===== src/rtl/mcca_dyn_adder.sv =====
// mcca_dyn_adder: registered SIZE-bit adder built on a Manchester carry chain.
// The chain is cut into four-bit blocks. Each block's carry out drives the
// carry in of the next block. The outputs are registered so that they hold
// steady between rising edges, much like a precharge/evaluate stage would.
//
// state | meaning
// ------+-------------------------------------------------------------
// r_sum | sum bits of the operands sampled at the last edge (0 in reset)
// r_cout| carry out of the last sampled operation (0 in reset)
module mcca_dyn_adder #(
  parameter int SIZE = 16
) (
  input  logic            clk,
  input  logic            rst_n,
  input  logic [SIZE-1:0] a,
  input  logic [SIZE-1:0] b,
  input  logic            cin,
  output logic [SIZE-1:0] sum,
  output logic            cout
);

  localparam int NBLK = SIZE / 4;

  // Stop elaboration when the width cannot be split into whole four-bit blocks.
  if ((SIZE <= 0) || ((SIZE % 4) != 0)) begin : g_bad_size
    $error("mcca_dyn_adder: SIZE must be a positive multiple of 4");
  end

  logic [SIZE-1:0] w_p;
  logic [SIZE-1:0] w_g;
  logic [SIZE-1:0] w_c;     // carry into each bit position
  logic [NBLK:0]   w_blk_c; // carry into each block; the top entry is the final carry out
  logic [SIZE-1:0] w_sum;

  logic [SIZE-1:0] r_sum;
  logic            r_cout;

  // Per-bit propagate and generate terms.
  always_comb begin
    w_p = a ^ b;
    w_g = a & b;
  end

  // Manchester chain, one four-bit block at a time. Each block's carry out
  // becomes the carry into the next block.
  always_comb begin
    w_c        = '0;
    w_blk_c    = '0;
    w_blk_c[0] = cin;
    for (int k = 0; k < NBLK; k++) begin
      w_c[4*k] = w_blk_c[k];
      for (int j = 0; j < 3; j++) begin
        w_c[4*k+j+1] = w_g[4*k+j] | (w_p[4*k+j] & w_c[4*k+j]);
      end
      w_blk_c[k+1] = w_g[4*k+3] | (w_p[4*k+3] & w_c[4*k+3]);
    end
  end

  // Sum bits, formed from the propagate terms and the incoming carries.
  always_comb begin
    w_sum = w_p ^ w_c;
  end

  // Output register. A synchronous reset takes priority over a new result
  // and discards whatever result was pending.
  always_ff @(posedge clk) begin
    if (!rst_n) begin
      r_sum  <= '0;
      r_cout <= 1'b0;
    end else begin
      r_sum  <= w_sum;
      r_cout <= w_blk_c[NBLK];
    end
  end

  assign sum  = r_sum;
  assign cout = r_cout;

endmodule


===== config.mk =====
export PLATFORM = sky130hd
export DESIGN_NAME = mcca_dyn_adder
export DESIGN_NICKNAME = d
export VERILOG_FILES = /design/src/rtl/mcca_dyn_adder.sv
export SDC_FILE = /design/constraint.sdc
export NUM_CORES = 1
export LEC_CHECK = 0
export CAP_MARGIN = 20
export CELL_PAD_IN_SITES_DETAIL_PLACEMENT = 1
export CELL_PAD_IN_SITES_GLOBAL_PLACEMENT = 1
export CORE_ASPECT_RATIO = 1.5
export CORE_MARGIN = 2
export CORE_UTILIZATION = 23
export DETAILED_ROUTE_END_ITERATION = 10
export GPL_TIMING_DRIVEN = 0
export PLACE_DENSITY_LB_ADDON = 0.1
export SYNTH_ARGS = -nofsm -noshare
export SYNTH_HDL_FRONTEND = slang
export SYNTH_SLANG_ARGS = --single-unit

===== constraint.sdc =====
create_clock -name clk -period 7.4 [get_ports clk]
set_clock_uncertainty 0.1 [all_clocks]
set_input_delay 1.48 -clock clk [delete_from_list [all_inputs] [get_ports clk]]
set_output_delay 1.48 -clock clk [all_outputs]
set_load 0.01 [all_outputs]

Word level (Yosys, flattened, before mapping)

Index checks and enable logic that the tools add are counted.

Bits in registers: 17

Bitwise operators: 35

Operators by type and width:

| kind             | count |
|---|---|
| $xor A16 B16 Y16 | 2 |
| $and A1 B1 Y1    | 16 |
| $and A16 B16 Y16 | 1 |
| $or A1 B1 Y1     | 16 |

Longest topological paths before layout

Gate-level depths: netlist of the first run.

Depth after elaboration: 33
Mapped depth: 20

Worst setup path after synthesis of the first run

No wires, ideal clock.

Kind: input to register
Start point: input port a[0]
End point: register r_sum[15], in the netlist sum[15]
Library setup time: 65 ps
Arrival time: 7575 ps
Required time: 7235 ps
Slack: -340 ps
Stages: 20
Buffers on the path: 0
Path through: inv_1 fa_1 inv_1 fa_1 fa_1 fa_1 fa_1 fa_1 fa_1 fa_1 fa_1 fa_1 fa_1 fa_1 fa_1 fa_1 fa_1 inv_1 fa_1 nor2b_1

Word-level cells in the longest chain between the ends: 32
Elaborated cells on any way between the ends: 33

Ends and longest elaborated chain:

| item                 | RTL line | source |
|---|---|---|
| from (decl)          | 15       | `input logic [SIZE-1:0] a,` |
| $xor A16 B16 Y16     | 40       | `w_p = a ^ b;` |
| $and A1 B1 Y1        | 53       | `w_c[4*k+j+1] = w_g[4*k+j] \| (w_p[4*k+j] & w_c[4*k+j]);` |
| $or A1 B1 Y1 *       | 53       |  |
| $and A1 B1 Y1 *      | 53       |  |
| $or A1 B1 Y1 *       | 53       |  |
| $and A1 B1 Y1 *      | 53       |  |
| $or A1 B1 Y1 *       | 53       |  |
| $and A1 B1 Y1 *      | 55       | `w_blk_c[k+1] = w_g[4*k+3] \| (w_p[4*k+3] & w_c[4*k+3]);` |
| (+16 left out)       | n/a      |  |
| $or A1 B1 Y1 *       | 55       |  |
| $and A1 B1 Y1 *      | 53       |  |
| $or A1 B1 Y1 *       | 53       |  |
| $and A1 B1 Y1 *      | 53       |  |
| $or A1 B1 Y1 *       | 53       |  |
| $and A1 B1 Y1 *      | 53       |  |
| $or A1 B1 Y1 *       | 53       |  |
| $xor A16 B16 Y16 *   | 61       | `w_sum = w_p ^ w_c;` |
| to (signal assigned) | 71       | `r_sum <= w_sum;` |
| to (decl)            | 35       | `logic [SIZE-1:0] r_sum;` |

Every way passes the cells marked *; elsewhere a longest branch is shown, timed or not.
A chain may end at the register's enable or synchronous reset.

Worst setup path after layout of the first run

Start point: input port cin
End point: register r_sum[15], in the netlist sum[15]

Word-level cells in the longest chain between the ends: 31

Ends and longest elaborated chain:

| item             | RTL line | source |
|---|---|---|
| from (decl)      | 17       | `input logic cin,` |
| $and A1 B1 Y1    | 53       |  |
| $or A1 B1 Y1     | 53       |  |
| $and A1 B1 Y1    | 53       |  |
| $or A1 B1 Y1     | 53       |  |
| $and A1 B1 Y1    | 53       |  |
| $or A1 B1 Y1     | 53       |  |
| $and A1 B1 Y1    | 55       |  |
| $or A1 B1 Y1     | 55       |  |
| (+15 left out)   | n/a      |  |
| $or A1 B1 Y1     | 55       |  |
| $and A1 B1 Y1    | 53       |  |
| $or A1 B1 Y1     | 53       |  |
| $and A1 B1 Y1    | 53       |  |
| $or A1 B1 Y1     | 53       |  |
| $and A1 B1 Y1    | 53       |  |
| $or A1 B1 Y1     | 53       |  |
| $xor A16 B16 Y16 | 61       |  |

Every way passes these cells.

==> results of run 1 <==
-- layer usage --
layer	vias up	routed length (um)
li1	277	-
met1	285	509
met2	31	1030
met3	2	188
met4	0	31
met5	-	0
-- Yosys cell counts (all sizes together) --
master and instances:
dfxtp 17, fa 16, and2 14, inv 7, nor2b 3, buf 1
-- stage by stage --
stage                     instances  total power, W  hold slack, ns  area [um^2]  setup slack (ns)
after global placement          151        0.000186            2.09         1390            -0.623
after detailed placement        151        0.000188            2.10         1390            -0.707
after CTS                       155        0.000262            1.54         1450            -0.271
after global routing            155        0.000274            1.54         1450           0.00818
final                           155        0.000254            1.54         1450             0.166
after floorplan                  58        0.000136            1.50          827            0.0185
-- worst paths after layout --
kind / endpoint / slack [ns] / cells after the start
setup / recovery: sum[15] / 0.17 / 21
hold / removal: sum[0] / 1.54 / 4
-- placed cells by master (no fill, tap or decap) --
cell type,n
buf_6,3
buf_2,1
fa_1,1
inv_2,3
nor2b_1,3
clkdlybuf4s50_1,46
dfxtp_1,17
clkbuf_1,1
fa_2,15
inv_1,2
clkbuf_8,3
inv_4,2
dlygate4sd2_1,2
and2_1,14
-- kinds of logic (layout without fill, tap and decap cells) --
| kind of cell | after synthesis | count (layout) | share of synthesized area, % |
|---|---|---|---|
| DFF | 17 | 17 | 42.3 |
| and+or+nand+nor | 17 | 17 | 13.2 |
| adders and majority gates | 16 | 16 | 39.8 |
| buffers and inverters | 8 | 63 | 4.67 |
-- state kept, by name, indices dropped and copies added, names as in the netlist --
name and cells:
sum 16, cout 1
-- cell type report --
cell class | instances | area, um^2 | share of cell area [%]
plain buffers | 1 | 11.3 | 0.777
clock buffers | 4 | 45.0 | 3.11
inverters | 7 | 31.3 | 2.16
multi-input cells | 33 | 464 | 32.0
flip-flops and latches | 17 | 340 | 23.5
well taps | 42 | 52.6 | 3.62
repair buffers | 51 | 505 | 34.9
-- power groups by stage --
stage	logic, W	registers [W]	clock network (W)
floorplan	0.0000216	0.000115	0
global placement	0.0000782	0.000108	0
detailed placement	0.0000800	0.000108	0
CTS	0.0000833	0.000106	0.0000724
global route	0.0000900	0.000107	0.0000770
finish	0.0000791	0.000106	0.0000689
-- what timing repair did --
action	4_1_cts	5_1_grt
gates resized for setup	28	0
setup endpoints to repair	3	3
pin swaps	16	13
==> results.yml, run 1 <==
status:
  outcome: "completed"
timing:
  max_freq_mhz: 138
  drv_slew: 0
  tns_ns: 0
  setup-violations-final: 0
  period_minus_slack_ns: 7.23
  rsz0062_at_grt: "no"
  hold_viol: 0
  tightestPinTransition_ns: 0.266
  slew_headroom_pct: 82.2
  min_period_over_period_pct: 97.8
synth:
  synth_area_leader_cell: "dfxtp_1"
  syn_nets: 109
  yosys_warnings: 0
  synth_area_um2: 805
  yosys.area.top_type_share_pct: 42.3
  ys_seq_elements: 17
  synth_area_leaders: "dfxtp_1 (42%), fa_1 (40%), and2_1 (11%)"
  synthCells: 58
  yosysUniqueCellTypes: 6
  avgSynthCellArea_um2: 13.9
  seq_area_frac_synth_pct: 42.3
floorplanning:
  initial_utilization_pct: 23.8
  die-area_um2: 4000
  chipHeight_um: 76.4
  coreArea_um2: 3380
  pin_count: 52
  num_rows: 26
  fp.dieW_um: 52.3
placed_design:
  routabilityCongestion: 0.638
  portBuffers: 51
  dp_hpwl_um: 1500
detailed_routing:
  vias: 595
  drt_iter0_drc: 1
  drc: 0
  finalWirelength_um: 1760
  viasPerCell: 3.84
  final_antenna_net_count: 0
  routedWlPerCell_um: 11.3
  firstDrtPassIters: 2
worst_setup_path:
  critical-path-top-delay-family: "adder cells"
  crit_path_start_kind: "input port"
  crit_type: "input port to register"
  path_cells: "buf_6, inv_4, fa_2, inv_2, fa_2, fa_2, fa_2, fa_2, fa_2, fa_2, fa_2, fa_2, fa_2, fa_2, fa_2, fa_2, fa_2, fa_2, inv_2, fa_1, nor2b_1"
  crit_fanout: 1
  crit_required_ns: 7.48
  crit_slowest_cell: "fa_1"
  slowest_delay_ns: 0.40
  cpMostUsedCell: "fa_2"
  worstPathArrival_ns: 7.32
  cp_num_buf_inv: 4
  cp-startpoint: "cin"
  endpoint_kind: "register"
hold_path:
  min_from: "b[0]"
  hold_class: "input port to register"
global_routing:
  overflow: 0
  use_met1_pct: 9.16
  grt_pass1_wl_um: 2930
  top_usage_layer: "met2"
  use_met2_pct: 18.4
  grt_pass1_vias: 670
  use_met3_pct: 4.12
  grt_max_degree: 11
  antenna_found_initial: 0
  grt_use_total_pct: 10.2
finish:
  antenna_cells: 0
  drive_above_1_share_pct: 23.9
  final_util_pct: 42.9
  fin_nets: 165
  area_delta_synth_final_pct: 80.2
  fill_cells: 383
clock_network:
  clk_path_buf_depth: 2
  postCtsSetupRepairBufs: 0
  clk_pin_slew_worst_paths_ns: 0.07
  htree_levels: 1
  cts_root_buffer: "clkbuf_8"
  tritoncts: "built"
  postCtsHoldBufs: 0
  cts_num_sinks: 17
  cts_inserted_buffers: 3
power:
  seqPwrFrac_pct: 41.7
  power.share.clock_pct: 27.1
  peakVddDrop_mv: 0.0752
  powerDensity_nw_per_um2: 175
  power.internal_w: 0.000192
  p_sw_w: 0.0000623
  leakage_nw: 0.553
  switching_share_pct: 24.5
  pwr-share-comb_pct: 31.1
flow_run:
  maxCapViolCount: 0
No activity file was read; power rests on OpenSTA's default activity.
==> run 2: changes to the inputs <==
==> constraint.sdc (replaced) <==
create_clock -name clk -period 7.4 [get_ports clk]
set_clock_uncertainty 0.1 [all_clocks]
set_input_delay 1.85 -clock clk [delete_from_list [all_inputs] [get_ports clk]]
set_output_delay 1.85 -clock clk [all_outputs]
set_load 0.01 [all_outputs]
==> run 2 against run 1 <==
The flow now finishes with violations (setup timing). Fmax shrank 4.8%. Via count grew 1.8%. Hold slack gained 0.38 ns. Design area grew 0.43%. Critical path type unchanged. Sequential share of layout area shrank 0.10 points. Combinational power grew 2%. Flip-flop and latch count is the same. Final cell count is the same. Critical endpoint unchanged. Clock power shrank 2%.
==> results.yml, run 2 (synthesis results as in run 1) <==
status:
  outcome: "complete, but fails checks"
  failed_checks: "setup timing"
detailed_routing:
  vias: 606
  drc: 0
  finalWirelength_um: 1860
  firstDrtPassIters: 2
  final_antenna_net_count: 0
  drt_iter0_drc: 2
  viasPerCell: 3.91
  routedWlPerCell_um: 12.0
timing:
  hold_viol: 0
  tns_ns: -0.200
  rsz0062_at_grt: "yes"
  tightestPinTransition_ns: 0.265
  period_minus_slack_ns: 7.60
  slew_headroom_pct: 82.3
  max_freq_mhz: 132
  drv_slew: 0
  hold_ws_ns: 1.92
  fin_ws_ns: -0.200
  setup-violations-final: 1
  min_period_over_period_pct: 103
clock_network:
  postCtsHoldBufs: 0
  cts_root_buffer: "clkbuf_8"
  clk_path_buf_depth: 2
  cts_num_sinks: 17
  htree_levels: 1
  tritoncts: "built"
  cts_inserted_buffers: 3
  clk_pin_slew_worst_paths_ns: 0.07
worst_setup_path:
  endpoint_kind: "register"
  cp_num_buf_inv: 4
  cpMostUsedCell: "fa_2"
  path_cells: "buf_6, inv_4, fa_2, inv_2, fa_2, fa_2, fa_2, fa_2, fa_2, fa_2, fa_2, fa_2, fa_2, fa_2, fa_2, fa_2, fa_2, fa_2, inv_2, fa_1, nor2b_1"
  crit_required_ns: 7.49
  crit_path_start_kind: "input port"
  crit_slowest_cell: "fa_1"
  worstPathArrival_ns: 7.69
  crit_fanout: 1
  slowest_delay_ns: 0.40
  cp-startpoint: "cin"
  crit_type: "input port to register"
  critical-path-top-delay-family: "adder cells"
  cp.depth: 21
finish:
  antenna_cells: 0
  largest_register_ffs: 16
  area_delta_synth_final_pct: 81.0
  multiInputGateArea_um2: 464
  final-seq-area_um2: 340
  fin_nets: 165
  drive_above_1_share_pct: 23.9
  final_common_cell: "clkdlybuf4s50_1"
  fin_cells: 155
  final_util_pct: 43.0
  mostFrequentLayoutCells: "clkdlybuf4s50_1 (46), dfxtp_1 (17), fa_2 (15)"
  fill_cells: 385
placed_design:
  place_ws_ns: -0.860
  portBuffers: 51
  dp_cells: 151
  dp_hpwl_um: 1540
  routabilityCongestion: 0.653
global_routing:
  grt_max_degree: 11
  grt_pass1_wl_um: 3220
  antenna_found_initial: 0
  overflow: 0
  grt_use_total_pct: 11.0
  grt_pass1_vias: 739
floorplanning:
  fp.dieW_um: 52.3
  die-area_um2: 4000
  pin_count: 52
  chipHeight_um: 76.4
  coreArea_um2: 3380
  initial_utilization_pct: 23.8
  num_rows: 26
hold_path:
  hold_class: "input port to register"
  holdPathStages: 4
  min_from: "a[0]"
flow_run:
  maxCapViolCount: 0
power:
  leakage_nw: 0.555
  peakVddDrop_mv: 0.0845
  powerDensity_nw_per_um2: 175
run 2: cell types whose count changed in the layout (fill, tap and decap cells not counted):
cell / previous run / this run
buf_6: 3 / 4
buf_2: 1 / 0
run 2: routing by layer:
metal,vias up,global-route usage [%],part of all wire [%]
met5,-,0,0
met1,295,9.63,26
met3,2,3.73,10
met2,32,21.3,62
li1,277,-,-
met4,0,3.85,1.1
run 2: power by group:
group          switching [W]  internal [W]
combinational      0.0000292     0.0000513
sequential        0.00000267      0.000103
clock              0.0000298     0.0000381
run 2: metrics by stage:
| step | total power, W | cell area (um^2) |
|---|---|---|
| after detailed placement | 0.000190 | 1400 |
| after CTS | 0.000262 | 1450 |
| final | 0.000254 | 1460 |
| after floorplan | 0.000137 | 837 |
| after global placement | 0.000187 | 1400 |
| after global routing | 0.000277 | 1460 |
run 2: final cells by class:
class	instances	share of cell area (%)
timing repair buffer	51	35.1
multi-input combinational	33	31.9
sequential	17	23.4
tap	42	3.61
clock buffer	4	3.09
inverter	7	2.15
buffer	1	0.773
run 2: final timing paths:
kind / endpoint / slack, ns
min: sum[0] / 1.92
max: sum[15] / -0.20
run 2: timing repair:
item | 4_1_cts | 5_1_grt
gates resized for setup | 25 | 1
buffers inserted | 0 | 0
pin swaps | 17 | 16
endpoints found under the setup margin | 3 | 4
==> run 3: changes to the inputs <==
==> constraint.sdc (replaced) <==
create_clock -name clk -period 6.8 [get_ports clk]
set_clock_uncertainty 0.1 [all_clocks]
set_input_delay 1.7 -clock clk [delete_from_list [all_inputs] [get_ports clk]]
set_output_delay 1.7 -clock clk [all_outputs]
set_load 0.01 [all_outputs]
==> run 3 against run 2 <==
The flow still finishes with violations (setup timing). Largest power group unchanged. Final cell count did not move. Critical path depth is the same. Non-clock buffer count unchanged. Largest cell class unchanged. Design area rose by 1.5%. Via count fell by 1.8%. Total power increased by 10%. Clock power increased by 12%. Critical endpoint unchanged. Combinational power rose by 10%. Sequential power is 8% higher. Routed wire length down 3.7%. Flip-flop and latch count unchanged.
==> results.yml, run 3 (synthesis results as in run 1) <==
status:
  outcome: "complete, but fails checks"
  failed_checks: "setup timing"
clock_network:
  postCtsHoldBufs: 0
  cts_num_sinks: 17
  clk_path_buf_depth: 2
  tritoncts: "built"
  clk_pin_slew_worst_paths_ns: 0.06
  cts_root_buffer: "clkbuf_8"
  cts_inserted_buffers: 3
  htree_levels: 1
worst_setup_path:
  cp_num_buf_inv: 4
  crit_end: "sum[15]"
  cp-startpoint: "a[0]"
  crit_path_start_kind: "input port"
  path_cells: "buf_8, inv_12, fa_2, inv_2, fa_2, fa_2, fa_2, fa_2, fa_2, fa_2, fa_2, fa_2, fa_2, fa_2, fa_2, fa_2, fa_2, fa_2, inv_2, fa_2, nor2b_1"
  crit_required_ns: 6.88
  critical-path-top-delay-family: "adder cells"
  cp.depth: 21
  slowest_delay_ns: 0.42
  crit_fanout: 1
  cpMostUsedCell: "fa_2"
  crit_slowest_cell: "fa_2"
  worstPathArrival_ns: 7.52
  crit_type: "input port to register"
  endpoint_kind: "register"
power:
  powerDensity_nw_per_um2: 189
  leakage_nw: 0.561
  peakVddDrop_mv: 0.0793
global_routing:
  grt_use_total_pct: 10.6
  antenna_found_initial: 0
  grt_max_degree: 11
  overflow: 0
  grt_pass1_vias: 709
  grt_pass1_wl_um: 3090
detailed_routing:
  routedWlPerCell_um: 11.5
  drc: 0
  vias: 595
  firstDrtPassIters: 1
  finalWirelength_um: 1790
  viasPerCell: 3.84
  drt_iter0_drc: 0
  final_antenna_net_count: 0
finish:
  fin_nets: 165
  fin_cells: 155
  mostFrequentLayoutCells: "clkdlybuf4s50_1 (46), dfxtp_1 (17), fa_2 (16)"
  largest_register_ffs: 16
  final_common_cell: "clkdlybuf4s50_1"
  area_delta_synth_final_pct: 83.7
  drive_above_1_share_pct: 25.7
  antenna_cells: 0
floorplanning:
  coreArea_um2: 3380
  initial_utilization_pct: 23.8
  num_rows: 26
  chipHeight_um: 76.4
  die-area_um2: 4000
  pin_count: 52
  fp.dieW_um: 52.3
hold_path:
  hold_class: "input port to register"
placed_design:
  routabilityCongestion: 0.662
  portBuffers: 51
  dp_cells: 151
  dp_hpwl_um: 1490
  place_ws_ns: -1.47
timing:
  fin_ws_ns: -0.637
  hold_viol: 0
  drv_slew: 0
  tightestPinTransition_ns: 0.252
  period_minus_slack_ns: 7.44
  setup-violations-final: 3
  max_freq_mhz: 134
  min_period_over_period_pct: 109
  rsz0062_at_grt: "yes"
  slew_headroom_pct: 83.2
flow_run:
  maxCapViolCount: 0
[run 3: per-layer routing]
metal	vias up	wire length, um	track usage [%]
met5	-	0	0
met4	0	34	6.15
met3	4	194	3.33
met2	35	976	18.9
met1	281	584	10.2
li1	275	-	-
[run 3: power by group]
| group | switching, W | internal, W |
|---|---|---|
| Sequential | 0.00000296 | 0.000112 |
| Combinational | 0.0000321 | 0.0000567 |
| Clock | 0.0000343 | 0.0000415 |
| Total | 0.0000694 | 0.000211 |
[run 3: timing repair]
item                                    CTS  global route
endpoints found under the setup margin    5             4
resized for setup                        20             2
pin swaps                                 1             0
setup buffers                             0             0
[run 3: per-stage QoR]
step | hold WS, ns | utilization, % | power [W] | instance area [um^2] | TNS, ns
after floorplan | 1.72 | - | 0.000150 | 860 | -1.30
final | 1.76 | 43.7 | 0.000280 | 1480 | -1.30
after CTS | 1.77 | 43.4 | 0.000286 | 1470 | -1.42
after global routing | 1.76 | 43.7 | 0.000302 | 1480 | -1.80
after global placement | 2.31 | 42.0 | 0.000206 | 1420 | -4.79
after detailed placement | 2.34 | 42.0 | 0.000208 | 1420 | -5.07
[run 3: worst min path at each step]
stage                     slack (ns)  cells past startpoint   start       to
final                           1.76                      4     cin   sum[0]
after global routing            1.76                      4     cin   sum[0]
after CTS                       1.77                      4    b[0]   sum[0]
after detailed placement        2.34                      1  sum[3]   sum[3]
after global placement          2.31                      4   b[15]  sum[15]
after floorplan                 1.72                      1   rst_n  sum[10]
[run 3: final cells by class]
class | instances | area [um^2]
fillers | 378 | 1910
repair buffers | 51 | 515
multi-input cells | 33 | 469
flip-flops and latches | 17 | 340
well taps | 42 | 52.6
clock buffers | 4 | 45.0
inverters | 7 | 43.8
plain buffers | 1 | 11.3
